--- src/rtl/ps2_pkg.sv ---
// Shared PS/2 definitions: transmitter FSM encoding, command bytes and frame helper.
package ps2_pkg;

    typedef logic [7:0] ps2_byte_t;

    typedef enum logic [2:0] {
        ST_IDLE,
        ST_INHIBIT,
        ST_REQ,
        ST_XFER,
        ST_ACK,
        ST_WAIT_IDLE
    } ps2_tx_state_e;

    localparam ps2_byte_t CMD_SET_LEDS = 8'hED;
    localparam ps2_byte_t CMD_ECHO     = 8'hEE;
    localparam ps2_byte_t CMD_RESET    = 8'hFF;
    localparam ps2_byte_t CMD_ENABLE   = 8'hF4;

    // Odd parity in bit 8, data LSB first in bits 7:0.
    function automatic logic [8:0] frame_of(input ps2_byte_t b);
        return {~^b, b};
    endfunction

endpackage

--- src/rtl/ps2_host_tx_if.sv ---
// Command handshake between a client and the PS/2 host transmitter.
interface ps2_host_tx_if;
    import ps2_pkg::*;

    ps2_byte_t tx_data;
    logic      tx_valid;
    logic      tx_ready;
    logic      tx_done;
    logic      tx_error;
    logic      busy;
    logic      rx_block;

    modport master (
        output tx_data, tx_valid,
        input  tx_ready, tx_done, tx_error, busy, rx_block
    );

    modport slave (
        input  tx_data, tx_valid,
        output tx_ready, tx_done, tx_error, busy, rx_block
    );

endinterface

--- src/rtl/ps2_line_filter.sv ---
// 2-flop synchroniser plus FILTER_LEN-sample stability filter for a PS/2 line, with a fall strobe.
module ps2_line_filter #(
    parameter int FILTER_LEN = 8
) (
    input  logic clock,
    input  logic resetn,
    input  logic pin,
    output logic level,
    output logic fall
);
    localparam int CW = $clog2(FILTER_LEN + 1);
    localparam logic [CW-1:0] CNT_LOAD = CW'(FILTER_LEN - 1);

    logic [1:0]    sync_q;
    logic [CW-1:0] cnt_q;
    logic          level_q;
    logic          fall_q;
    logic          differ;

    assign differ = (sync_q[1] != level_q);

    // Down-counter runs while the synced sample disagrees with the accepted level.
    always_ff @(posedge clock or negedge resetn) begin
        if (!resetn) begin
            sync_q  <= 2'b11;
            cnt_q   <= CNT_LOAD;
            level_q <= 1'b1;
            fall_q  <= 1'b0;
        end else begin
            sync_q <= {sync_q[0], pin};
            fall_q <= 1'b0;
            if (!differ) begin
                cnt_q <= CNT_LOAD;
            end else if (cnt_q == '0) begin
                level_q <= sync_q[1];
                cnt_q   <= CNT_LOAD;
                fall_q  <= level_q;
            end else begin
                cnt_q <= cnt_q - 1'b1;
            end
        end
    end

    assign level = level_q;
    assign fall  = fall_q;

endmodule

--- src/rtl/ps2_host_tx.sv ---
// PS/2 host-to-device transmitter: inhibits the bus, sends one byte, reports ACK or failure.
//  state        | meaning
//  ST_IDLE      | ready for a command
//  ST_INHIBIT   | clock held low, then start bit driven
//  ST_REQ       | clock released, waiting for the first device clock
//  ST_XFER      | data bits and parity shifted out on device falls
//  ST_ACK       | stop bit released, sampling the device ack
//  ST_WAIT_IDLE | waiting for both lines high before reporting
module ps2_host_tx
    import ps2_pkg::*;
#(
    parameter int INHIBIT_CYCLES = 6000,
    parameter int TIMEOUT_CYCLES = 750000,
    parameter int FILTER_LEN     = 8
) (
    input  logic          clock,
    input  logic          resetn,
    ps2_host_tx_if.slave  tx,
    input  logic          ps2_clk_in,
    input  logic          ps2_data_in,
    output logic          ps2_clk_oe,
    output logic          ps2_data_oe
);
    localparam int IW = $clog2(INHIBIT_CYCLES + 1);
    localparam int WW = $clog2(TIMEOUT_CYCLES + 1);
    localparam logic [IW-1:0] INH_LOAD = IW'(INHIBIT_CYCLES);
    localparam logic [WW-1:0] WD_LOAD  = WW'(TIMEOUT_CYCLES - 1);

    ps2_tx_state_e state_q, state_d;
    logic [8:0]    sh_q, sh_d;
    logic [3:0]    bitcnt_q, bitcnt_d;
    logic [IW-1:0] tmr_q, tmr_d;
    logic [WW-1:0] wdog_q, wdog_d;
    logic          drv_q, drv_d;
    logic          ok_q, ok_d;
    logic          done_q, done_d;
    logic          err_q, err_d;
    logic [1:0]    data_sync_q;
    logic          data_s;
    logic          clk_lvl;
    logic          fall;
    logic          watch;

    ps2_line_filter #(.FILTER_LEN(FILTER_LEN)) u_clk_filter (
        .clock  (clock),
        .resetn (resetn),
        .pin    (ps2_clk_in),
        .level  (clk_lvl),
        .fall   (fall)
    );

    assign data_s = data_sync_q[1];

    always_ff @(posedge clock or negedge resetn) begin
        if (!resetn) begin
            state_q     <= ST_IDLE;
            sh_q        <= '0;
            bitcnt_q    <= '0;
            tmr_q       <= '0;
            wdog_q      <= '0;
            drv_q       <= 1'b0;
            ok_q        <= 1'b0;
            done_q      <= 1'b0;
            err_q       <= 1'b0;
            data_sync_q <= 2'b11;
        end else begin
            state_q     <= state_d;
            sh_q        <= sh_d;
            bitcnt_q    <= bitcnt_d;
            tmr_q       <= tmr_d;
            wdog_q      <= wdog_d;
            drv_q       <= drv_d;
            ok_q        <= ok_d;
            done_q      <= done_d;
            err_q       <= err_d;
            data_sync_q <= {data_sync_q[0], ps2_data_in};
        end
    end

    always_comb begin
        state_d  = state_q;
        sh_d     = sh_q;
        bitcnt_d = bitcnt_q;
        tmr_d    = tmr_q;
        wdog_d   = wdog_q;
        drv_d    = drv_q;
        ok_d     = ok_q;
        done_d   = 1'b0;
        err_d    = 1'b0;
        watch    = (state_q == ST_REQ) || (state_q == ST_XFER) ||
                   (state_q == ST_ACK) || (state_q == ST_WAIT_IDLE);

        if (watch) begin
            wdog_d = fall ? WD_LOAD : wdog_q - 1'b1;
        end

        case (state_q)
            ST_IDLE: begin
                if (tx.tx_valid) begin
                    sh_d     = frame_of(tx.tx_data);
                    bitcnt_d = '0;
                    tmr_d    = INH_LOAD;
                    wdog_d   = WD_LOAD;
                    state_d  = ST_INHIBIT;
                end
            end
            ST_INHIBIT: begin
                if (tmr_q == '0) state_d = ST_REQ;
                else             tmr_d   = tmr_q - 1'b1;
            end
            ST_REQ: begin
                if (fall) begin
                    drv_d    = ~sh_q[0];
                    sh_d     = {1'b0, sh_q[8:1]};
                    bitcnt_d = 4'd1;
                    state_d  = ST_XFER;
                end
            end
            ST_XFER: begin
                if (fall) begin
                    if (bitcnt_q == 4'd9) begin
                        drv_d   = 1'b0;
                        state_d = ST_ACK;
                    end else begin
                        drv_d    = ~sh_q[0];
                        sh_d     = {1'b0, sh_q[8:1]};
                        bitcnt_d = bitcnt_q + 4'd1;
                    end
                end
            end
            ST_ACK: begin
                if (fall) begin
                    ok_d    = ~data_s;
                    state_d = ST_WAIT_IDLE;
                end
            end
            ST_WAIT_IDLE: begin
                if (clk_lvl && data_s) begin
                    done_d  = ok_q;
                    err_d   = ~ok_q;
                    state_d = ST_IDLE;
                end
            end
            default: state_d = ST_IDLE;
        endcase

        // Watchdog expiry overrides everything and skips the bus-idle wait.
        if (watch && (wdog_q == '0)) begin
            state_d = ST_IDLE;
            drv_d   = 1'b0;
            done_d  = 1'b0;
            err_d   = 1'b1;
        end
    end

    // Pull-low enables decode straight from state so an async reset releases the bus at once.
    assign ps2_clk_oe  = (state_q == ST_INHIBIT);
    assign ps2_data_oe = ((state_q == ST_INHIBIT) && (tmr_q == '0)) ||
                         (state_q == ST_REQ) ||
                         ((state_q == ST_XFER) && drv_q);

    assign tx.tx_ready = (state_q == ST_IDLE);
    assign tx.busy     = (state_q != ST_IDLE);
    assign tx.rx_block = (state_q != ST_IDLE);
    assign tx.tx_done  = done_q;
    assign tx.tx_error = err_q;

endmodule

--- src/flat_wrapper.sv ---
// flat-port wrapper written by rule: the top's interface ports become plain ports
module ps2_host_tx_flat import ps2_pkg::*;
#(
    parameter int INHIBIT_CYCLES = 6000,
    parameter int TIMEOUT_CYCLES = 750000,
    parameter int FILTER_LEN     = 8
)
  (clock, resetn, ps2_clk_in, ps2_data_in, ps2_clk_oe, ps2_data_oe, tx_tx_data, tx_tx_valid, tx_tx_ready, tx_tx_done, tx_tx_error, tx_busy, tx_rx_block);
  ps2_host_tx_if tx_i ();
  input  logic clock;
  input  logic resetn;
  input  logic ps2_clk_in;
  input  logic ps2_data_in;
  output logic ps2_clk_oe;
  output logic ps2_data_oe;
  input wire logic [$bits(tx_i.tx_data)-1:0] tx_tx_data;
  input wire logic [$bits(tx_i.tx_valid)-1:0] tx_tx_valid;
  output wire logic [$bits(tx_i.tx_ready)-1:0] tx_tx_ready;
  output wire logic [$bits(tx_i.tx_done)-1:0] tx_tx_done;
  output wire logic [$bits(tx_i.tx_error)-1:0] tx_tx_error;
  output wire logic [$bits(tx_i.busy)-1:0] tx_busy;
  output wire logic [$bits(tx_i.rx_block)-1:0] tx_rx_block;
  assign tx_i.tx_data = tx_tx_data;
  assign tx_i.tx_valid = tx_tx_valid;
  assign tx_tx_ready = tx_i.tx_ready;
  assign tx_tx_done = tx_i.tx_done;
  assign tx_tx_error = tx_i.tx_error;
  assign tx_busy = tx_i.busy;
  assign tx_rx_block = tx_i.rx_block;
  ps2_host_tx #(.INHIBIT_CYCLES(INHIBIT_CYCLES), .TIMEOUT_CYCLES(TIMEOUT_CYCLES), .FILTER_LEN(FILTER_LEN)) u_core (.clock(clock), .resetn(resetn), .tx(tx_i), .ps2_clk_in(ps2_clk_in), .ps2_data_in(ps2_data_in), .ps2_clk_oe(ps2_clk_oe), .ps2_data_oe(ps2_data_oe));
endmodule
--- config.mk ---
export PLATFORM = sky130hd
export DESIGN_NAME = ps2_host_tx_flat
export DESIGN_NICKNAME = d
export VERILOG_FILES = /design/src/rtl/ps2_pkg.sv /design/src/rtl/ps2_host_tx_if.sv /design/src/rtl/ps2_line_filter.sv /design/src/rtl/ps2_host_tx.sv /design/src/flat_wrapper.sv
export SDC_FILE = /design/constraint.sdc
export NUM_CORES = 1
export LEC_CHECK = 0
export ABC_AREA = 0
export CAP_MARGIN = 20
export CORE_MARGIN = 2
export CORE_UTILIZATION = 35
export CTS_BUF_LIST = sky130_fd_sc_hd__clkbuf_4 sky130_fd_sc_hd__clkbuf_8 sky130_fd_sc_hd__clkbuf_16
export CTS_CLUSTER_DIAMETER = 80
export DETAILED_ROUTE_END_ITERATION = 16
export DONT_BUFFER_PORTS = 1
export PLACE_DENSITY = 0.54
export SKIP_CTS_REPAIR_TIMING = 1
export SYNTH_ARGS = -nofsm -noshare
export SYNTH_HDL_FRONTEND = slang
export SYNTH_SLANG_ARGS = --single-unit
--- constraint.sdc ---
create_clock -name clock -period 5 [get_ports clock]
set_input_delay 0.75 -clock clock [delete_from_list [all_inputs] [get_ports clock]]
set_output_delay 0.75 -clock clock [all_outputs]
set_load 0.05 [all_outputs]
==> results.sh <==
export IMPL_num_antenna_cells=0
export IMPL_cts_root_buf="clkbuf_8"
export IMPL_yosys_area_top_type="dfrtp_1"
export IMPL_rsz0062_at_grt="false"
export IMPL_dp_hpwl_um=4580
export IMPL_maxSlewViolCount=0
export IMPL_synth_top_flop_cell="dfrtp_1"
export IMPL_status="finished clean"
export IMPL_yosysWarnings=0
export IMPL_maxCapViolCount=0
export IMPL_drt_total_wl_um=6920
export IMPL_drc=0
export IMPL_cp_data_arrival_time_ns=3.00
export IMPL_vias=2479
export IMPL_worst_slew_pin_slew_ns=1.061
export IMPL_cp_start_kind="register"
export IMPL_finalSetupTns_ns=0
export IMPL_hold_viol_final=0
export IMPL_fin_ws_ns=1.253
export IMPL_fp_coreArea_um2=9196
export IMPL_finish_utilization_pct=39.28
export IMPL_ys_ff_latch=63
export IMPL_hold_path_class="in -> async"
export IMPL_fin_crit_ns=3.747
export IMPL_fin_nets=357
export IMPL_dp_slack_ns=1.599
export IMPL_clk_pin_slew_ns=0.07
export IMPL_fin_skew_ns=0.01179
export IMPL_io_buffers=0
export IMPL_async_flop_share_pct=100.0
export IMPL_grt_overflow_total=0
export IMPL_grt_pass1_vias=2546
export IMPL_syn2layout_area_growth_pct=9.563
export IMPL_die_y_um=101.1
export IMPL_synth_edf_count=0
export IMPL_end_kind="output pin"
export IMPL_finalPower_uw=1078
export IMPL_leakagePower_uw=0.001358
export IMPL_cts_buffer_depth=2
export IMPL_clock_sinks=63
export IMPL_worst_path_max_fanout=7
export IMPL_grtUsageTotal_pct=15.38
export IMPL_antenna_left=0
export IMPL_synth_top_area_share_pct=41.75
export IMPL_numPlacedInstances=437
export IMPL_syn_nets=356
export IMPL_yosysSeqAreaShare_pct=48.12
export IMPL_synth_distinct_cells=50
export IMPL_fin_crit_sh_pct=74.94
export IMPL_path_class="reg -> out"
export IMPL_numCtsBuffers=9
export IMPL_fill_cells=911
export IMPL_synthCells=337
export IMPL_grt_max_degree=64
export IMPL_cts_tree="done"
export IMPL_drtPass1Iterations=4
export IMPL_floorplan_rows=35
export IMPL_place_congestion=0.7388
export IMPL_max_freq_mhz=266.9
export IMPL_required_ns=4.25
export IMPL_drtIter0Drc=95
export IMPL_instances_no_fill=453
export IMPL_clkLatencyLatePin_ns=0.33
export IMPL_grt_pass1_wl_um=12420
export IMPL_post_drt_wl_per_cell_um=15.28
export IMPL_initial_core_util_pct=35.85
export IMPL_syn_avg_cell_area_um2=9.783
export IMPL_antenna_found_initial=0
export IMPL_synthesis_area_um2=3297
export IMPL_pin_count=20
export IMPL_p_per_area_nw_per_um2=298.3
export IMPL_die_w_um=101.1
export IMPL_setup_violations=0
export IMPL_viasPerCell=5.472
export IMPL_layout_drive_gt1_share_pct=13.16
export IMPL_max_slew_margin_pct=29.46
export IMPL_ir_drop_mv=0.2103
export IMPL_h_tree_depth=3
export IMPL_yosys_top_cells_area="dfrtp_1, dfstp_2, o31ai_1, xnor2_1, a21oi_1"
export IMPL_die_area_um2=10210
## layout make-up
| class | instances | area, µm² | share of cell area (%) |
|---|---|---|---|
| clock buffers | 13 | 178.9 | 4.953 |
| clock inverters | 2 | 37.54 | 1.039 |
| inverters | 23 | 86.33 | 2.390 |
| multi-input cells | 237 | 1554 | 43.02 |
| flip-flops and latches | 63 | 1587 | 43.92 |
| well taps | 111 | 138.9 | 3.845 |
| repair buffers | 4 | 30.03 | 0.8313 |
## critical path: stages, from the launching register on
cell	delay, ns
dfrtp_1	0.42
inv_1	0.09
ha_1	0.13
or4b_1	0.55
nor4_2	0.50
nand3_1	0.14
a21oi_1	0.83
## registers in the layout, indices dropped and copies added (netlist names), 2 cells and up
name	count
u_core.data_sync_q	2
u_core.tmr_q	13
u_core.sh_q	9
u_core.wdog_q	20
u_core.u_clk_filter.cnt_q	4
u_core.u_clk_filter.sync_q	2
u_core.state_q	3
u_core.bitcnt_q	4
## cells in the final DEF (no fill, tap or decap), types with 11 or more instances in the layout
| cell type | count |
|---|---|
| o31ai_1 | 16 |
| o21ai_0 | 17 |
| or4_1 | 11 |
| nor2_1 | 22 |
| nand2_1 | 19 |
| nor4_1 | 14 |
| nand3_1 | 19 |
| xnor2_1 | 12 |
| dfrtp_1 | 55 |
| clkbuf_8 | 13 |
| a21oi_1 | 19 |
| inv_1 | 22 |
| or3_1 | 12 |
## metal layers
metal	global-route usage (%)	part of all wire [%]	vias to the layer above
met4	4.678	0.52	0
met2	23.94	47	49
li1	-	-	1236
met3	4.230	4.1	4
met1	20.86	49	1190
met5	0	0	-
## report_power, final
part	total [µW]	switching [µW]	internal (µW)
Clock	478	196	282
Combinational	47.6	22.6	25.0
Sequential	552	14.4	537
## logic make-up (layout without fill, tap and decap cells)
logic type	after synthesis	in the layout	share of synthesized area, %
and+or+nand+nor	141	141	25.58
xor gates and xnor gates	15	15	4.213
DFF	63	63	48.12
buffers and inverters	37	42	4.744
adders and majority gates	6	6	2.277
AOI/OAI and AO/OA	72	72	14.08
muxes	3	3	0.9867
## per-stage QoR
stage | area, µm² | hold WS, ns
global placement | 3388 | 0.3489
global route | 3612 | 0.06976
detailed placement | 3388 | 0.3497
floorplan | 3297 | 0.3452
finish | 3612 | 0.1082
CTS | 3605 | 0.08418
## synthesized netlist by cell type (all sizes together), types with 4 or more instances
library cell,number
a211oi,10
a21oi,19
buf,5
clkbuf,9
dfrtp,55
dfstp,8
ha,6
inv,22
nand2,19
nand2b,6
nand3,19
nand4b,4
nor2,22
nor3,5
nor3b,4
nor4,15
o21ai,18
o31ai,16
or2,7
or3,12
or4,14
xnor2,12
## worst paths after layout
check	from	endpoint	slack, ns	cells after the start
worst max-delay path	u_core.tmr_q[0]$_DFFE_PN0P_	ps2_data_oe	1.25	6
worst min-delay path	resetn	u_core.wdog_q[8]$_DFF_PN0_	0.11	0
worst max register to register	u_core.state_q[2]$_DFFE_PN0P_	u_core.wdog_q[9]$_DFF_PN0_	2.01	6
worst min register to register	u_core.data_sync_q[0]$_DFF_PN1_	u_core.data_sync_q[1]$_DFF_PN1_	0.36	0
max in group asynchronous	resetn	u_core.u_clk_filter.level$_DFFE_PN1P_	4.70	0
min in group clock	u_core.data_sync_q[0]$_DFF_PN1_	u_core.data_sync_q[1]$_DFF_PN1_	0.36	0
Power figures use the tool's default switching activity.
